## src/rtl/car_sequencer.sv

```systemverilog
// Microsequencer front end: instruction decode to an entry CAR, the CAR register, and the
// MSP430 R2/R3 constant generator. Optional macro CAR_ILLEGAL_TRAP_EN sends illegal opcodes to CAR_RESET0.
module car_sequencer #(
    parameter int unsigned CAR_BITS = 7
) (
    input  logic                MCLK,
    input  logic                reset,
    input  logic [15:0]         IW,
    input  logic                blank,
    input  logic                INTREQ,
    input  logic                IF,
    input  logic                Br,
    input  logic                Format,
    input  logic [3:0]          srcA,
    input  logic [3:0]          dstA,
    input  logic [1:0]          As,
    input  logic                Ad,
    output logic [CAR_BITS-1:0] CAR,
    output logic [CAR_BITS-1:0] CARnew,
    output logic [15:0]         CGsrc,
    output logic [15:0]         CGdst,
    output logic                CGsrcGen,
    output logic                CGdstGen
);

    localparam logic [CAR_BITS-1:0] CAR_RESET0  = 7'h00;
    localparam logic [CAR_BITS-1:0] CAR_FETCH   = 7'h01;
    localparam logic [CAR_BITS-1:0] CAR_INT0    = 7'h04;
    localparam logic [CAR_BITS-1:0] CAR_RETI0   = 7'h08;
    localparam logic [CAR_BITS-1:0] CAR_BLANK   = 7'h0C;
    localparam logic [CAR_BITS-1:0] CAR_ILLEGAL = 7'h7C;
    localparam logic [CAR_BITS-1:0] CAR_JMP     = 7'h10;

`ifdef CAR_ILLEGAL_TRAP_EN
    localparam logic [CAR_BITS-1:0] CAR_ILL_ENTRY = CAR_RESET0;
`else
    localparam logic [CAR_BITS-1:0] CAR_ILL_ENTRY = CAR_ILLEGAL;
`endif

    logic [CAR_BITS-1:0] car_q;
    logic [CAR_BITS-1:0] car_d;
    logic [CAR_BITS-1:0] car_new;

    // Opcode bits that never influence the entry address.
    logic unused_iw;
    assign unused_iw = ^{IW[6], IW[3:0]};

    always_comb begin
        car_new = CAR_ILL_ENTRY;
        if (IW[15:13] == 3'b001) begin
            car_new = CAR_JMP;
        end else if (IW[15:12] >= 4'd4) begin
            car_new = {(Ad ? 3'b110 : 3'b101), IW[5:4], 2'b00};
        end else if (IW[15:10] == 6'b000100) begin
            case (IW[9:7])
                3'd0, 3'd1, 3'd2, 3'd3: car_new = {3'b010, IW[5:4], 2'b00};
                3'd4:                   car_new = {3'b011, IW[5:4], 2'b00};
                3'd5:                   car_new = {3'b100, IW[5:4], 2'b00};
                3'd6:                   car_new = CAR_RETI0;
                default:                car_new = CAR_ILL_ENTRY;
            endcase
        end
    end

    always_comb begin
        car_d = car_q + 7'd1;
        if (blank) begin
            car_d = CAR_BLANK;
        end else if (IF && INTREQ) begin
            car_d = CAR_INT0;
        end else if (IF && Br) begin
            car_d = CAR_FETCH;
        end else if (IF) begin
            car_d = car_new;
        end
    end

    always_ff @(posedge MCLK or negedge reset) begin
        if (!reset) begin
            car_q <= CAR_RESET0;
        end else begin
            car_q <= car_d;
        end
    end

    // Returns {generated, constant} for a register field addressed with mode as_mode.
    function automatic logic [16:0] cg_table(input logic [3:0] ra, input logic [1:0] as_mode);
        logic [16:0] r;
        r = 17'd0;
        if (ra == 4'd2) begin
            case (as_mode)
                2'b01:   r = {1'b1, 16'h0000};
                2'b10:   r = {1'b1, 16'h0004};
                2'b11:   r = {1'b1, 16'h0008};
                default: r = 17'd0;
            endcase
        end else if (ra == 4'd3) begin
            case (as_mode)
                2'b00:   r = {1'b1, 16'h0000};
                2'b01:   r = {1'b1, 16'h0001};
                2'b10:   r = {1'b1, 16'h0002};
                default: r = {1'b1, 16'hFFFF};
            endcase
        end
        return r;
    endfunction

    logic [16:0] cg_src_sel;
    logic [16:0] cg_dst_sel;

    always_comb begin
        cg_src_sel = 17'd0;
        cg_dst_sel = 17'd0;
        if (Format) begin
            // Single-operand forms carry their operand in the destination field.
            cg_dst_sel = cg_table(dstA, As);
        end else begin
            cg_src_sel = cg_table(srcA, As);
            if ((dstA == 4'd3) || ((dstA == 4'd2) && Ad)) begin
                cg_dst_sel = {1'b1, 16'h0000};
            end
        end
    end

    assign CAR      = car_q;
    assign CARnew   = car_new;
    assign CGsrcGen = cg_src_sel[16];
    assign CGsrc    = cg_src_sel[15:0];
    assign CGdstGen = cg_dst_sel[16];
    assign CGdst    = cg_dst_sel[15:0];

endmodule

```

## config.mk

```make
export PLATFORM = sky130hd
export DESIGN_NAME = car_sequencer
export DESIGN_NICKNAME = d
export VERILOG_FILES = /design/src/rtl/car_sequencer.sv
export SDC_FILE = /design/constraint.sdc
export NUM_CORES = 1
export LEC_CHECK = 0
export BUFFER_PORTS_ARGS = -buffer_cell sky130_fd_sc_hd__buf_2
export CORE_AREA = 2 2 43 60
export CTS_CLUSTER_DIAMETER = 120
export CTS_CLUSTER_SIZE = 20
export DETAILED_ROUTE_END_ITERATION = 10
export DIE_AREA = 0 0 45 62
export MAX_ROUTING_LAYER = met4
export PLACE_DENSITY = 0.81
export SLEW_MARGIN = 5
export SYNTH_ARGS = -nofsm -noshare
export SYNTH_HDL_FRONTEND = slang
export SYNTH_SLANG_ARGS = --single-unit
```

## constraint.sdc

```tcl
create_clock -name MCLK -period 7.4 [get_ports MCLK]
set_clock_uncertainty 0.2 [all_clocks]
set_input_delay 1.85 -clock MCLK [delete_from_list [all_inputs] [get_ports MCLK]]
set_output_delay 1.85 -clock MCLK [all_outputs]
set_load 0.02 [all_outputs]
```

# Word level (Yosys, flattened, before mapping)
# Cells that the tools add are included.
[totals]
regBits = 7
output_inout_bits = 48
in_bits = 34
ram_bits = 0
memories = 0
mem_bits_ro = 0
latchBits = 0
wordCells = 43
[op_classes]
eq_ne = 15
n_mul = 0
shift = 0
n_lt_le_gt_ge = 1
muxes = 18
div_mod_pow = 0
n_reduce_logical = 7
bitwise = 0
n_addsub = 1
[ops]
columns = ["op", "count"]
rows = [
  ["17-bit 2-to-1 mux", 7],
  ["17-bit case mux with 3 select lines", 1],
  ["7-bit 2-to-1 mux", 7],
  ["16-bit case mux with 3 select lines", 1],
  ["7-bit case mux with 4 select lines", 1],
  ["4-bit by 2-bit == test with 1-bit output (second input constant)", 4],
  ["3-bit == test (second input constant)", 3],
  ["7-bit by 1-bit adder with 7-bit output (second input constant)", 1],
  ["3-bit by 1-bit == test with 1-bit output (second input constant)", 2],
  ["3-bit by 2-bit == test with 1-bit output (second input constant)", 2],
  ["6-bit by 3-bit == test with 1-bit output (second input constant)", 1],
  ["2-bit == test (second input constant)", 2],
  ["4-bit by 3-bit >= comparator with 1-bit output (second input constant)", 1],
  ["4-bit OR reduction", 1],
  ["1-bit logical AND", 3],
  ["3-bit logical NOT", 1],
  ["2-bit by 1-bit == test with 1-bit output (second input constant)", 1],
  ["2-bit logical NOT", 1],
  ["2-bit 2-to-1 mux", 1],
  ["1-bit logical OR", 1],
]

# Depth between registers and ports, before layout
# Gate-level depths: netlist of run 1.
[logic_depth]
depth_word = 10
mapped_depth = 5
ltp_nobuf = 5

# Worst setup path after synthesis of run 1
# Ideal clock, no wire load.
[synth_path]
kind = "input port to output port"
start = "in Format"
end = "out CGsrc[10]"
stages = 3
arrival_ns = 3.143
slack_ns = 2.207
path_buffers = 1
t_required_ns = 5.350
cell_sequence = "nor4b_1 > and4_1 > buf_4"
[synth_via]
elab_chain_len = 1
[synth_rtl]
columns = ["element", "line_no", "source"]
rows = [
  ["from (decl)", "13", "input logic Format,"],
  ["17-bit 2-to-1 mux", "114", "if (Format) begin"],
  ["to (decl)", "20", "output logic [15:0] CGsrc,"],
]
# Every way passes these cells.

# Worst setup path after layout of run 1
[layout_path]
start = "in Format"
end = "out CGsrc[6]"
# The elaborated chain is that of the path after synthesis.

==> results.sh, run 1 <==
export IMPL_synthesis_area_um2=840
export IMPL_slowest_delay_ns=0.67
export IMPL_clockBufferDepth=2
export IMPL_totalWireLength_um=2280
export IMPL_dieWidth_um=45
export IMPL_cts_root_buf="clkbuf_4"
export IMPL_fin_nets=191
export IMPL_io_pins=82
export IMPL_async_reset_ff_share_pct=100
export IMPL_numCtsBuffers=3
export IMPL_period_needed_ns=5.37
export IMPL_largest_register_ff_count=7
export IMPL_synthFlopType="dfrtp_1"
export IMPL_leakagePower_nw=0.662
export IMPL_hold_buffers=0
export IMPL_area_growth_pct=28.3
export IMPL_synth_seq_cells=7
export IMPL_io_buffers=74
export IMPL_start_kind="input pin"
export IMPL_grtUsageTotal_pct=16.6
export IMPL_placed_area_um2=1050
export IMPL_avgSynthCellArea_um2=8.15
export IMPL_post_cts_resized=0
export IMPL_hold_viol_final=0
export IMPL_dp_hpwl_um=1910
export IMPL_ir_drop_uv=84.0
export IMPL_fin_ws_ns=2.03
export IMPL_ys_types=35
export IMPL_num_rows=21
export IMPL_required_ns=5.35
export IMPL_tightest_slew_ns=0.734
export IMPL_synth_top_area_share_pct=21.5
export IMPL_final_area_um2=1080
export IMPL_worst_setup_path_type="in -> out"
export IMPL_rrSetupSlack_ns=5.88
export IMPL_h_tree_depth=1
export IMPL_yosys_area_top_type="buf_4"
export IMPL_antenna_found_initial=0
export IMPL_reg2regPathDepth=5
export IMPL_firstDrtPassIters=4
export IMPL_path_cells="buf_2 -> nor4b_1 -> and4_1 -> buf_2"
export IMPL_slew_headroom_pct=50.3
export IMPL_fmax_ghz=0.186
export IMPL_synth_top_cells_by_count="24 x buf_4, 10 x and3_1, 8 x nor2_1"
export IMPL_syn_inst=103
export IMPL_critPathTopFamily="simple AND/OR/NAND/NOR gates"
export IMPL_overflow=0
export IMPL_initial_core_util_pct=36.3
export IMPL_rsz0062_at_grt="false"
export IMPL_finalSetupViolCount=0
export IMPL_grt_first_pass_wirelength_um=3330
export IMPL_end_kind="output port"
export IMPL_num_vias=979
export IMPL_power_per_cell_area_nw_per_um2=111
export IMPL_fin_util_pct=46.6
export IMPL_drive_gt1_share_pct=50.3
export IMPL_cp_startpoint="Format"
export IMPL_die_height_um=62
export IMPL_yosysMostFrequentCell="buf_4"
export IMPL_cpMostUsedCell="buf_2"
export IMPL_timing_critical_path_buf_inv=2
export IMPL_post_cts_setup_buffers=0
export IMPL_maxCapViolCount=0
export IMPL_synthTopCellsByArea="buf_4 21%, dfrtp_1 21%, and3_1 7.5%, xor2_1 6.3%, nor2_1 3.6%"
export IMPL_final_antenna_net_count=0
export IMPL_insertion_delay_ns=0.25
export IMPL_crit_path_top_delay_cell="nor4b_1"
export IMPL_via_per_inst=5.50
export IMPL_r2r_start="CAR[0]"
export IMPL_arrival_ns=3.32
export IMPL_crit_cells=4
export IMPL_grt_max_degree=13
export IMPL_period_share_pct=72.5
export IMPL_fp_dieArea_um2=2790
export IMPL_grt_pass1_vias=797
export IMPL_regToRegEndpoint="CAR[2]"
export IMPL_path_clk_slew_ns=0.05
export IMPL_outcome="finished, final reports clean"
export IMPL_ys_seq_area_share_pct=20.9
export IMPL_pre_cts_ws_ns=2.06
export IMPL_drv_slew=0
export IMPL_tns_ns=0
export IMPL_clock_sinks=7
export IMPL_hold_ws_ns=0.451
export IMPL_synth_edf_count=0
export IMPL_post_drt_wl_per_cell_um=12.8
export IMPL_drcViolationCount=0
export IMPL_core_area_um2=2310
export IMPL_yosysWarningCount=0
export IMPL_gp_congestion=0.812
export IMPL_cts_tree="done"
export IMPL_drtIter0Drc=20
export IMPL_critPathMaxFanout=12
export IMPL_antenna_diode_count=0
export IMPL_min_path_type="reg -> reg"
export IMPL_crit_end="CGsrc[6]"
## cell usage in the layout, fill, tap and decap left out, types with 2 or more instances in the layout
cell type	n
and4_1	2
nand2_1	2
and3_1	10
dfrtp_1	7
a311o_1	2
xnor2_1	2
conb_1	2
nand3_1	5
xor2_1	6
nor3_1	3
o32ai_1	2
nor2_1	8
a21oi_1	2
buf_2	74
clkbuf_4	3
inv_1	5
## report_power, final
group | leakage [nW] | internal, mW | switching [mW]
Clock | 0.0150 | 0.0206 | 0.0144
Combinational | 0.558 | 0.0166 | 0.0250
Sequential | 0.0882 | 0.0403 | 0.00250
## worst min path at each step
stage	startpoint	endpoint	slack [ns]	cells after the start
4_1_cts	CAR[4]	CAR[4]	0.45	2
2_1_floorplan	CAR[0]	CAR[0]	0.52	2
6_report	CAR[6]	CAR[6]	0.45	2
5_1_grt	CAR[0]	CAR[0]	0.48	2
3_5_place_dp	CAR[4]	CAR[4]	0.44	2
3_3_place_gp	CAR[6]	CAR[6]	0.42	2
## layer usage
| layer | global-route usage (%) | share of wire, % | vias up |
|---|---|---|---|
| met5 | - | 0 | - |
| met4 | 9.66 | 3.0 | 0 |
| met3 | 1.73 | 12 | 8 |
| met2 | 33.9 | 54 | 70 |
| met1 | 13.6 | 31 | 455 |
| li1 | - | - | 446 |
## final cells by class
cell class	count	area, um^2
fillers	243	1230
multi-input cells	65	458
repair buffers	74	370
flip-flops and latches	7	175
well taps	23	28.8
clock buffers	4	26.3
inverters	5	18.8
## stage by stage
| stage | instances | power [mW] |
|---|---|---|
| 2_1_floorplan | 104 | 0.0670 |
| 3_3_place_gp | 174 | 0.0831 |
| 3_5_place_dp | 174 | 0.0846 |
| 4_1_cts | 178 | 0.120 |
| 5_1_grt | 178 | 0.126 |
| 6_report | 178 | 0.119 |
## worst register-to-register path, cell delays in order (launching register included)
cell and delay [ns]:
dfrtp_1 0.43, ha_1 0.26, xor2_1 0.17, nor3_1 0.14
nor2_1 0.07, o41a_1 0.12
## cells by family after synthesis
group / share of synthesized area [%]
and+or+nand+nor: 25.9
buffers and inverters: 25.0
AOI/OAI and AO/OA: 17.9
xor gates and xnor gates: 8.35
DFF: 20.9
adders and majority gates: 1.49
other: 0.447
Note: power is estimated with default switching activity, not from simulation.
==> inputs of run 2 (changes only) <==
--- a/config.mk
+++ b/config.mk
@@ -6,13 +6,13 @@
 export NUM_CORES = 1
 export LEC_CHECK = 0
 export BUFFER_PORTS_ARGS = -buffer_cell sky130_fd_sc_hd__buf_2
-export CORE_AREA = 2 2 43 60
+export CORE_AREA = 2 2 44 63
 export CTS_CLUSTER_DIAMETER = 120
 export CTS_CLUSTER_SIZE = 20
 export DETAILED_ROUTE_END_ITERATION = 10
-export DIE_AREA = 0 0 45 62
+export DIE_AREA = 0 0 46 65
 export MAX_ROUTING_LAYER = met4
-export PLACE_DENSITY = 0.81
+export PLACE_DENSITY = 0.76
 export SLEW_MARGIN = 5
 export SYNTH_ARGS = -nofsm -noshare
 export SYNTH_HDL_FRONTEND = slang
==> constraint.sdc (replaced) <==
create_clock -name MCLK -period 5.6 [get_ports MCLK]
set_clock_uncertainty 0.2 [all_clocks]
set_input_delay 1.4 -clock MCLK [delete_from_list [all_inputs] [get_ports MCLK]]
set_output_delay 1.4 -clock MCLK [all_outputs]
set_load 0.02 [all_outputs]
==> results.sh, run 2 (synthesis gave the netlist of run 1 again) <==
export IMPL_maxCapViolCount=0
export IMPL_overflow=0
export IMPL_multi_input_area_um2=458
export IMPL_leakagePower_nw=0.662
export IMPL_drtIter0Drc=12
export IMPL_arrival_ns=2.84
export IMPL_finalSetupViolCount=0
export IMPL_antenna_found_initial=0
export IMPL_num_rows=22
export IMPL_period_share_pct=79.4
export IMPL_fp_dieArea_um2=2990
export IMPL_cts_root_buf="clkbuf_4"
export IMPL_numCtsBuffers=3
export IMPL_gp_congestion=0.816
export IMPL_die_height_um=65
export IMPL_outcome="finished, final reports clean"
export IMPL_critPathMaxFanout=12
export IMPL_fin_cells=179
export IMPL_power_per_cell_area_nw_per_um2=146
export IMPL_clockBufferDepth=2
export IMPL_clock_sinks=7
export IMPL_insertion_delay_ns=0.26
export IMPL_slew_headroom_pct=51.6
export IMPL_h_tree_depth=1
export IMPL_grt_pass1_vias=870
export IMPL_grt_max_degree=13
export IMPL_drv_slew=0
export IMPL_io_pins=82
export IMPL_post_cts_resized=0
export IMPL_worst_setup_path_type="in -> out"
export IMPL_period_needed_ns=4.44
export IMPL_post_cts_setup_buffers=0
export IMPL_required_ns=4.00
export IMPL_grtUsageTotal_pct=15.6
export IMPL_dieWidth_um=46
export IMPL_initial_core_util_pct=33.9
export IMPL_fill_cells=257
export IMPL_final_antenna_net_count=0
export IMPL_totalWireLength_um=2230
export IMPL_tightest_slew_ns=0.716
export IMPL_min_path_type="reg -> reg"
export IMPL_path_clk_slew_ns=0.05
export IMPL_num_vias=948
export IMPL_start_kind="input pin"
export IMPL_antenna_diode_count=0
export IMPL_placed_cells=175
export IMPL_largest_register_ff_count=7
export IMPL_hold_buffers=0
export IMPL_core_area_um2=2480
export IMPL_rsz0062_at_grt="false"
export IMPL_fin_nets=191
export IMPL_drcViolationCount=0
export IMPL_dp_hpwl_um=1940
export IMPL_tns_ns=0
export IMPL_regArea_um2=175
export IMPL_grt_first_pass_wirelength_um=3440
export IMPL_end_kind="output port"
export IMPL_post_drt_wl_per_cell_um=12.5
export IMPL_mostFrequentLayoutCell="buf_2"
export IMPL_hold_viol_final=0
export IMPL_firstDrtPassIters=4
export IMPL_ir_drop_uv=115
export IMPL_area_growth_pct=28.5
export IMPL_final_cell_mix="74 x buf_2, 10 x and3_1, 8 x nor2_1"
export IMPL_cts_tree="done"
export IMPL_via_per_inst=5.30
export IMPL_io_buffers=74
export IMPL_fmax_ghz=0.225
export IMPL_drive_gt1_share_pct=50.3
[run 2: cell counts in the layout (fill, tap and decap cells not counted)]
Identical to the previous run, type by type.
[run 2: final timing paths]
path | slack (ns) | end | depth (start not counted) | startpoint
max reg2reg | 4.10 | CAR[2] | 5 | CAR[0]
max | 1.16 | CGsrc[15] | 4 | Format
min reg2reg | 0.45 | CAR[6] | 2 | CAR[6]
min | 0.45 | CAR[6] | 2 | CAR[6]
max in group asynchronous | 4.27 | CAR[2] | 1 | reset
min in group asynchronous | 0.77 | CAR[4] | 1 | reset
[run 2: per-layer routing]
layer	global-route usage, %	part of all wire [%]	vias up
met5	-	0	-
met4	8.21	0.72	0
met3	3.90	14	2
met2	30.4	53	69
met1	11.8	32	430
li1	-	-	447
[run 2: through the flow]
step	hold WS, ns	cell area [um^2]	worst slack (ns)	utilization, %	total power, mW
final	0.446	1080	1.16	43.5	0.158
after global routing	0.483	1080	0.976	43.5	0.167
after floorplan	0.517	843	1.31	-	0.0885
after global placement	0.415	1050	1.22	42.5	0.110
after detailed placement	0.434	1050	1.13	42.5	0.112
after CTS	0.442	1080	1.14	43.5	0.161
[run 2: area by class of cell]
class | instances | share of cell area [%]
multi-input combinational | 65 | 42.5
timing repair buffer | 74 | 34.3
sequential | 7 | 16.2
tap | 24 | 2.78
clock buffer | 4 | 2.44
inverter | 5 | 1.74
[run 2: critical path, cell delays in order]
cell,delay [ns]
buf_2,0.12
nor4b_1,0.65
and4_1,0.45
buf_2,0.22
[run 2: power breakdown]
group	internal [mW]	switching [mW]
clock	0.0273	0.0198
sequential	0.0532	0.00320
combinational	0.0219	0.0324
==> inputs of run 3 (changes only) <==
--- a/config.mk
+++ b/config.mk
@@ -5,14 +5,15 @@
 export SDC_FILE = /design/constraint.sdc
 export NUM_CORES = 1
 export LEC_CHECK = 0
+export ABC_AREA = 1
 export BUFFER_PORTS_ARGS = -buffer_cell sky130_fd_sc_hd__buf_2
-export CORE_AREA = 2 2 44 63
+export CORE_AREA = 2 2 48 68
 export CTS_CLUSTER_DIAMETER = 120
 export CTS_CLUSTER_SIZE = 20
 export DETAILED_ROUTE_END_ITERATION = 10
-export DIE_AREA = 0 0 46 65
+export DIE_AREA = 0 0 50 70
 export MAX_ROUTING_LAYER = met4
-export PLACE_DENSITY = 0.76
+export PLACE_DENSITY = 0.74
 export SLEW_MARGIN = 5
 export SYNTH_ARGS = -nofsm -noshare
 export SYNTH_HDL_FRONTEND = slang
==> constraint.sdc (replaced) <==
create_clock -name MCLK -period 3.9 [get_ports MCLK]
set_clock_uncertainty 0.2 [all_clocks]
set_input_delay 0.975 -clock MCLK [delete_from_list [all_inputs] [get_ports MCLK]]
set_output_delay 0.975 -clock MCLK [all_outputs]
set_load 0.02 [all_outputs]
==> results.sh, run 3 <==
export IMPL_cts_tree="done"
export IMPL_path_cells="buf_2 -> nor3b_2 -> nand2_1 -> nor3_1 -> buf_4 -> buf_2"
export IMPL_worst_setup_path_type="in -> out"
export IMPL_power_per_cell_area_nw_per_um2=220
export IMPL_finalSetupViolCount=0
export IMPL_tns_ns=0
export IMPL_grt_pass1_vias=1028
export IMPL_clock_sinks=7
export IMPL_numCtsBuffers=3
export IMPL_grt_first_pass_wirelength_um=3870
export IMPL_post_drt_wl_per_cell_um=9.26
export IMPL_p_int_uw=184
export IMPL_ir_drop_uv=110
export IMPL_p_clk_share_pct=36.6
export IMPL_period_share_pct=80.8
export IMPL_hold_viol_final=0
export IMPL_mostFrequentLayoutCell="buf_2"
export IMPL_swShare_pct=34.0
export IMPL_firstDrtPassIters=4
export IMPL_drtIter0Drc=10
export IMPL_antenna_found_initial=0
export IMPL_io_pins=82
export IMPL_ys_types=28
export IMPL_gp_congestion=0.722
export IMPL_synthFlopType="dfrtp_1"
export IMPL_drv_slew=0
export IMPL_dieWidth_um=50
export IMPL_io_buffers=74
export IMPL_via_per_inst=4.36
export IMPL_timing_critical_path_buf_inv=3
export IMPL_synth_top_cells_by_count="36 x nand2_1, 24 x buf_4, 18 x nor2_1"
export IMPL_crit_path_top_delay_cell="nor3b_2"
export IMPL_post_cts_setup_buffers=0
export IMPL_die_height_um=70
export IMPL_fin_util_pct=42.7
export IMPL_clockBufferDepth=2
export IMPL_synth_edf_count=0
export IMPL_p_comb_share_pct=34.1
export IMPL_synthesis_area_um2=978
export IMPL_fmax_ghz=0.317
export IMPL_syn_inst=155
export IMPL_start_kind="input pin"
export IMPL_required_ns=2.72
export IMPL_critPathTopFamily="simple AND/OR/NAND/NOR gates"
export IMPL_fin_nets=247
export IMPL_arrival_ns=1.98
export IMPL_num_vias=1089
export IMPL_leakagePower_nw=0.791
export IMPL_area_growth_pct=29.8
export IMPL_dp_hpwl_um=2070
export IMPL_drive_gt1_share_pct=46.0
export IMPL_largest_register_ff_count=7
export IMPL_totalWireLength_um=2320
export IMPL_insertion_delay_ns=0.23
export IMPL_grt_max_degree=13
export IMPL_yosysWarningCount=0
export IMPL_critPathMaxFanout=12
export IMPL_slowest_delay_ns=0.25
export IMPL_path_clk_slew_ns=0.04
export IMPL_yosys_area_top_type="buf_4"
export IMPL_maxCapViolCount=0
export IMPL_num_rows=24
export IMPL_rsz0062_at_grt="false"
export IMPL_synth_seq_cells=7
export IMPL_ys_seq_area_share_pct=17.9
export IMPL_period_needed_ns=3.15
export IMPL_synthTopCellsByArea="buf_4 18%, dfrtp_1 18%, nand2_1 14%, nor2_1 6.9%, nand3_1 6.6%"
export IMPL_fp_dieArea_um2=3500
export IMPL_initial_core_util_pct=32.9
export IMPL_sequentialPowerShare_pct=29.3
export IMPL_drcViolationCount=0
export IMPL_avgSynthCellArea_um2=6.31
export IMPL_grtUsageTotal_pct=14.2
export IMPL_min_path_type="reg -> reg"
export IMPL_cpMostUsedCell="buf_2"
export IMPL_overflow=0
export IMPL_final_antenna_net_count=0
export IMPL_cts_root_buf="clkbuf_8"
export IMPL_async_reset_ff_share_pct=100
export IMPL_synth_top_area_share_pct=18.4
export IMPL_hold_buffers=0
export IMPL_post_cts_resized=0
export IMPL_placed_cells=246
export IMPL_antenna_diode_count=0
export IMPL_fin_cells=250
export IMPL_yosysMostFrequentCell="nand2_1"
export IMPL_end_kind="output port"
export IMPL_core_area_um2=2970
export IMPL_outcome="finished, final reports clean"
export IMPL_h_tree_depth=1
export IMPL_switchingPower_uw=95.2
export IMPL_final_cell_mix="74 x buf_2, 36 x nand2_1, 18 x nor2_1"
-- run 3: final timing paths --
kind / slack (ns) / from / to / cells past startpoint
min reg2reg: 0.32 / CAR[0] / CAR[0] / 1
max reg2reg: 2.44 / CAR[0] / CAR[6] / 8
min: 0.32 / CAR[0] / CAR[0] / 1
max in group asynchronous: 2.97 / reset / CAR[6] / 1
max: 0.75 / dstA[3] / CGdst[13] / 6
min in group asynchronous: 0.37 / reset / CAR[2] / 1
-- run 3: cell type report --
cell class	count	area (um^2)
clock buffers	4	45.0
fillers	343	1700
well taps	39	48.8
flip-flops and latches	7	175
multi-input cells	103	519
inverters	21	96.3
repair buffers	76	385
-- run 3: cells by family after synthesis --
group           after synthesis  synth area share (%)
flops                         7                  17.9
other cells                   1                 0.383
buf+inv                      46                  29.4
xor+xnor                      2                  1.79
simple gates                 87                  41.8
fa+ha+maj                     1                  1.28
compound gates               11                  7.42
-- run 3: per-layer routing --
metal | wire length [um] | up-vias | global-route usage, % | share of wire (%)
met4 | 44 | 0 | 7.10 | 1.9
met1 | 791 | 456 | 12.6 | 34
met2 | 1290 | 54 | 27.9 | 56
met3 | 186 | 5 | 1.50 | 8.0
met5 | 0 | - | - | 0
li1 | - | 574 | - | -
-- run 3: metrics by stage --
stage	instance area (um^2)	hold WS (ns)	total power [mW]	setup WS [ns]
floorplan	982	0.412	0.145	0.124
global placement	1220	0.302	0.178	0.760
detailed placement	1220	0.313	0.179	0.739
CTS	1270	0.318	0.284	0.733
global route	1270	0.349	0.302	0.682
finish	1270	0.322	0.279	0.748
-- run 3: power groups by stage --
stage	registers (mW)	logic [mW]	clock network, mW
2_1_floorplan	0.0881	0.0567	0
3_3_place_gp	0.0824	0.0952	0
3_5_place_dp	0.0827	0.0964	0
4_1_cts	0.0817	0.0966	0.105
5_1_grt	0.0821	0.107	0.112
6_report	0.0819	0.0952	0.102
